===== src/rtl/count_modn.sv =====
// Modulo-MOD up/down counter with synchronous clear and load, registered
// wrap pulses, a combinational terminal count for cascading and a sticky bad-load flag.
module count_modn #(
    parameter int WIDTH = 4,
    parameter int MOD   = 6
) (
    input  logic             clk,
    input  logic             rst,
    input  logic             en,
    input  logic             clr,
    input  logic             load,
    input  logic [WIDTH-1:0] load_val,
    input  logic             dir,
    output logic [WIDTH-1:0] count,
    output logic             co,
    output logic             bo,
    output logic             tc,
    output logic             load_err
);

    // The modulus may equal 2**WIDTH, so the legality compare needs one extra bit.
    localparam logic [WIDTH-1:0] MAX_VAL = WIDTH'(MOD - 1);
    localparam logic [WIDTH:0]   MOD_EXT = (WIDTH + 1)'(MOD);

    logic [WIDTH-1:0] r_count;
    logic             r_co;
    logic             r_bo;
    logic             r_load_err;

    logic [WIDTH-1:0] w_count_nxt;
    logic             w_co_nxt;
    logic             w_bo_nxt;
    logic             w_load_err_nxt;
    logic             w_at_max;
    logic             w_at_zero;
    logic             w_load_ok;

    assign w_at_max  = (r_count == MAX_VAL);
    assign w_at_zero = (r_count == '0);
    assign w_load_ok = ({1'b0, load_val} < MOD_EXT);

    always_comb begin
        // NOTE: every output gets a default first, so no path can infer a latch.
        w_count_nxt    = r_count;
        w_co_nxt       = 1'b0;
        w_bo_nxt       = 1'b0;
        w_load_err_nxt = r_load_err;
        if (clr) begin
            w_count_nxt    = '0;
            w_load_err_nxt = 1'b0;
        end else if (load) begin
            if (w_load_ok) begin
                w_count_nxt = load_val;
            end else begin
                w_load_err_nxt = 1'b1;
            end
        end else if (en) begin
            if (dir) begin
                if (w_at_max) begin
                    w_count_nxt = '0;
                    w_co_nxt    = 1'b1;
                end else begin
                    w_count_nxt = r_count + WIDTH'(1);
                end
            end else begin
                if (w_at_zero) begin
                    w_count_nxt = MAX_VAL;
                    w_bo_nxt    = 1'b1;
                end else begin
                    w_count_nxt = r_count - WIDTH'(1);
                end
            end
        end
    end

    // NOTE: state registers use non-blocking assignments so all flops update together.
    always_ff @(posedge clk or posedge rst) begin
        if (rst) begin
            r_count    <= '0;
            r_co       <= 1'b0;
            r_bo       <= 1'b0;
            r_load_err <= 1'b0;
        end else begin
            r_count    <= w_count_nxt;
            r_co       <= w_co_nxt;
            r_bo       <= w_bo_nxt;
            r_load_err <= w_load_err_nxt;
        end
    end

    // Zero-latency wrap look-ahead; drives the next stage's en directly.
    assign tc = en & ~clr & ~load & ((dir & w_at_max) | (~dir & w_at_zero));

    assign count    = r_count;
    assign co       = r_co;
    assign bo       = r_bo;
    assign load_err = r_load_err;

endmodule

===== config.mk =====
export PLATFORM = sky130hd
export DESIGN_NAME = count_modn
export DESIGN_NICKNAME = d
export VERILOG_FILES = /design/src/rtl/count_modn.sv
export SDC_FILE = /design/constraint.sdc
export NUM_CORES = 1
export LEC_CHECK = 0
export CAP_MARGIN = 20
export CELL_PAD_IN_SITES_DETAIL_PLACEMENT = 1
export CELL_PAD_IN_SITES_GLOBAL_PLACEMENT = 2
export CORE_UTILIZATION = 22
export CTS_BUF_LIST = sky130_fd_sc_hd__clkbuf_16
export CTS_CLUSTER_DIAMETER = 120
export DETAILED_ROUTE_END_ITERATION = 6
export GPL_TIMING_DRIVEN = 0
export HOLD_SLACK_MARGIN = 0.1
export PLACE_DENSITY = 0.79
export SLEW_MARGIN = 5
export SYNTH_ARGS = -nofsm -noshare
export SYNTH_HDL_FRONTEND = slang
export SYNTH_SLANG_ARGS = --single-unit

===== constraint.sdc =====
create_clock -name clk -period 2 [get_ports clk]
set_clock_uncertainty 0.2 [all_clocks]
set_input_delay 0.4 -clock clk [delete_from_list [all_inputs] [get_ports clk]]
set_output_delay 0.4 -clock clk [all_outputs]
set_load 0.05 [all_outputs]

After elaboration in Yosys (flattened, before gate mapping). Index checks and enable logic that the tools add are counted. Widths: inputs -> output; s select.

Bits in registers: 7. Output and inout port bits: 8. Logic and storage cells: 44. Input port bits: 10.

Multiplexer cells: 20. Add/subtract/negate cells: 2. Bitwise operators: 9. Reductions and logical operators: 5. $lt $le $gt $ge: 1. Eq/ne operators: 3.

Operators by type and width (count): $mux 4 (7); $mux 1 (13); $and 1x1->1 (5); $add 4x1->4 const B (1); $eq 4x3->1 const B (1); $logic_not 4->1 (1); $lt 4x3->1 const B (1); $reduce_and 2->1 (2); $sub 4x1->4 const B (1); $ne 3x2->1 const B (1); $not 1->1 (3); $reduce_bool 3->1 (1); $ne 2x2->1 const B (1); $reduce_bool 2->1 (1); $or 1x1->1 (1).

Logic depth before layout (Yosys ltp).
Word-level depth: 6. Gate-level depth with buffers: 5.

Least setup slack after synthesis. OpenSTA, ideal clock, no wires.

Path kind: reg2out. From: register r_count[0] (netlist: count[0]). To: output port tc. Slack: -0.654 ns. Cell stages (with the launch flop): 4. Data arrival time: 2.054 ns. Cell sequence: dfrtp_1 > buf_2 > or3_2 > a21oi_1.

Word-level cells in the longest chain between the ends: 4. Elaborated cells between the ends (all ways): 6. Those cells by class: 1 x eq/ne; 4 x bitwise; 1 x reduce/logical.

RTL lines: start: declaration (line 25) `logic [WIDTH-1:0] r_count;`; start signal: assignment (line 84) `r_count <= w_count_nxt;`; $eq 4x3->1 or $logic_not 4->1 (tied branches) (line 38, 39); $and 1x1->1 (line 92) `assign tc = en & ~clr & ~load & ((dir & w_at_max) | (~dir & w_at_zero));`; $or 1x1->1 * (line 92); $and 1x1->1 * (line 92); end: declaration (line 17) `output logic tc,`.

Every way passes the cells marked *; elsewhere a longest branch is shown, timed or not.

Final worst setup path. Ends and elaborated chain as after synthesis.

==> results.cfg <==
[synth]
synth-seq-area-share = 0.389
synthArstFlopShare = 1.00
syn_inst = 54
yosys-top-cells-area = dfrtp_1 39%, nor2_1 8.3%, a21oi_1 5.6%
synth_cell_types = 24
synth_edf_count = 0
synth.top_cell.area_share = 0.389
ys_seq_elements = 7
synth_nets = 64
synth_top_area_cell = dfrtp_1
syn_area_um2 = 450
yosys.cell_count.top_type = nor2_1
synthFlopType = dfrtp_1
ys_warn_count = 0
syn_area_per_cell_um2 = 8.34
synth_common_cells = 10 x nor2_1, 7 x dfrtp_1, 5 x a21oi_1, 5 x o21ai_0

[pwr]
p_leak_nw = 0.345
powerDensity_nw_per_um2 = 862
p_switching_uw = 189
clkPwrFrac = 0.525
irDropWorstVdd_uv = 295
p_sw_frac = 0.287
seqPwrFrac = 0.250
comb_power_share = 0.225
totalPowerFinal_uw = 659
p_int_uw = 470

[worst_setup_path]
crit_family = flip-flops
endpoint_kind = primary output
crit_required_ps = 1400
arrival_ps = 1440
crit_path_top_delay_cell = dfrtp_2
timing.critical_path.slowest_cell_delay_ps = 400
path_buf_inv = 2
critPathKind = flip-flop to primary output
ff2ff_setup_slack_ps = 240
path_max_fanout = 10
rr_startpoint = count[0]$_DFFE_PP0P_
crit_cells = 4
r2r_cells = 5
crit_chain = buf_6, or3_4, a21oi_4, buf_6
r2r_end = count[3]$_DFFE_PP0P_
cp-start-kind = flip-flop
crit_top_cell = buf_6

[run_status]
status = finished, violations left
violations = setup timing

[grt]
grt_pass1_wl_mm = 2.17
grt_max_degree = 11
grt_pass1_vias = 460
antenna_found_initial = 0
grt_usage = 0.155
grt-ovfl-total = 0

[flow_run]
maxCapViolations = 0

[drt]
wl_met2_um = 676
top_layer_used = met4
drt_first_pass_iters = 3
drc = 0
routed_wl_mm = 1.39
wl_met1_um = 611
ant_nets = 0
routedWlPerCell_um = 13.5
dr.first_iter.drc_count = 3
vias_per_cell = 4.93
route.met3.wl_um = 82
num_vias = 508

[sta]
min_period_ps = 2040
fin_tns_setup_ps = -39.4
worst_pin_slew_ps = 561
rsz0062_at_grt = true
hold_viol = 0
fmax_ghz = 0.490
slew_viol_final = 0
finalCritPeriodShare = 1.02
fin_ws_ps = -39.4
relSlewSlack = 0.622
finalSetupViolations = 1

[die]
core-area_um2 = 1940
rows = 16
fp.dieW_um = 47.3
chipHeight_um = 47.3
io_pins = 18
initial_utilization = 0.232
fp.dieArea_um2 = 2230

[clock_network]
cts_buffers = 3
clockRootBuffer = clkbuf_16
cts.sinks = 7
path_clk_slew_ps = 40
tritoncts = built
htreeDepth = 1
clock_path_buffers = 2
ctsHoldBuffers = 0
clock_latency_ps = 230

[layout]
final_cell_area_um2 = 764
instances_no_fill = 103
drive_gt1_frac = 0.211
multi_input_area_um2 = 274
layout.nets = 87
diodes = 0
regArea_um2 = 179
area_delta_synth_final_pct = 69.7
nFillCells = 235
fin_util = 0.394

[placement]
hpwl_um = 979
port_buffers = 16
dpl.cell_count = 97
gp_congestion = 0.736
place_area_um2 = 669

[worst_hold_path]
hp-class = primary input to async pin
-- placed cells by master, fill, tap and decap left out, drive strengths merged --
cell,n
nor2,10
clkdlybuf4s50,8
dfrtp,7
dlygate4sd2,6
o21ai,5
a21oi,5
inv,4
clkbuf,4
buf,4
nand3,3
nor2b,2
o31ai,2
a22oi,2
and3,2
a211oi,1
nor3,1
nor4,1
a2111oi,1
o211a,1
o211ai,1
nand2b,1
a21o,1
o311ai,1
or3,1
nand2,1
dlymetal6s2s,1
-- registers in the layout, indices dropped and copies added, names as in the netlist --
| register | flops |
|---|---|
| load_err | 1 |
| count | 4 |
| bo | 1 |
| co | 1 |
-- cells by family (layout without fill, tap and decap cells) --
group | Yosys count | count (layout) | synth area share
flops | 7 | 7 | 0.389
compound gates | 20 | 20 | 0.317
buf+inv | 5 | 27 | 0.0472
simple gates | 22 | 22 | 0.247
-- power by group through the flow --
| stage | sequential (mW) | combinational [mW] | clock, mW |
|---|---|---|---|
| floorplan | 0.198 | 0.0617 | 0 |
| global placement | 0.168 | 0.145 | 0 |
| detailed placement | 0.168 | 0.147 | 0 |
| CTS | 0.167 | 0.146 | 0.347 |
| global route | 0.166 | 0.160 | 0.360 |
| finish | 0.165 | 0.148 | 0.346 |
-- metrics by stage --
step                      hold WS (ps)  setup slack (ps)
after floorplan                   3.19              11.3
after global placement             291              -995
after detailed placement           304             -1000
after CTS                          218             -75.1
after global routing               231             -85.4
final                              205             -39.4
-- worst max path at each step --
stage,from,end
2_1_floorplan,count[0]$_DFFE_PP0P_,tc
3_3_place_gp,clr,tc
3_5_place_dp,clr,tc
4_1_cts,count[0]$_DFFE_PP0P_,tc
5_1_grt,count[0]$_DFFE_PP0P_,tc
6_report,count[0]$_DFFE_PP0P_,tc
-- layer usage --
layer  vias to the layer above  track usage
met5                         -            0
met4                         0       0.0857
met3                         3       0.0808
met2                        18        0.219
met1                       244        0.187
li1                        243            -
-- final cells by class --
cell class,instances,area share
Buffer,2,0.0213
Clock buffer,3,0.0982
Clock inverter,1,0.00491
Inverter,3,0.0147
Multi-Input combinational cell,42,0.358
Sequential cell,7,0.234
Tap cell,27,0.0442
Timing Repair Buffer,18,0.224
-- what timing repair did --
| action | in CTS | in global routing |
|---|---|---|
| buffers inserted | 1 | 1 |
| gates resized for setup | 14 | 1 |
| pin swaps | 1 | 1 |
| endpoints found under the setup margin | 6 | 2 |
(Power assumes the default switching activity.)
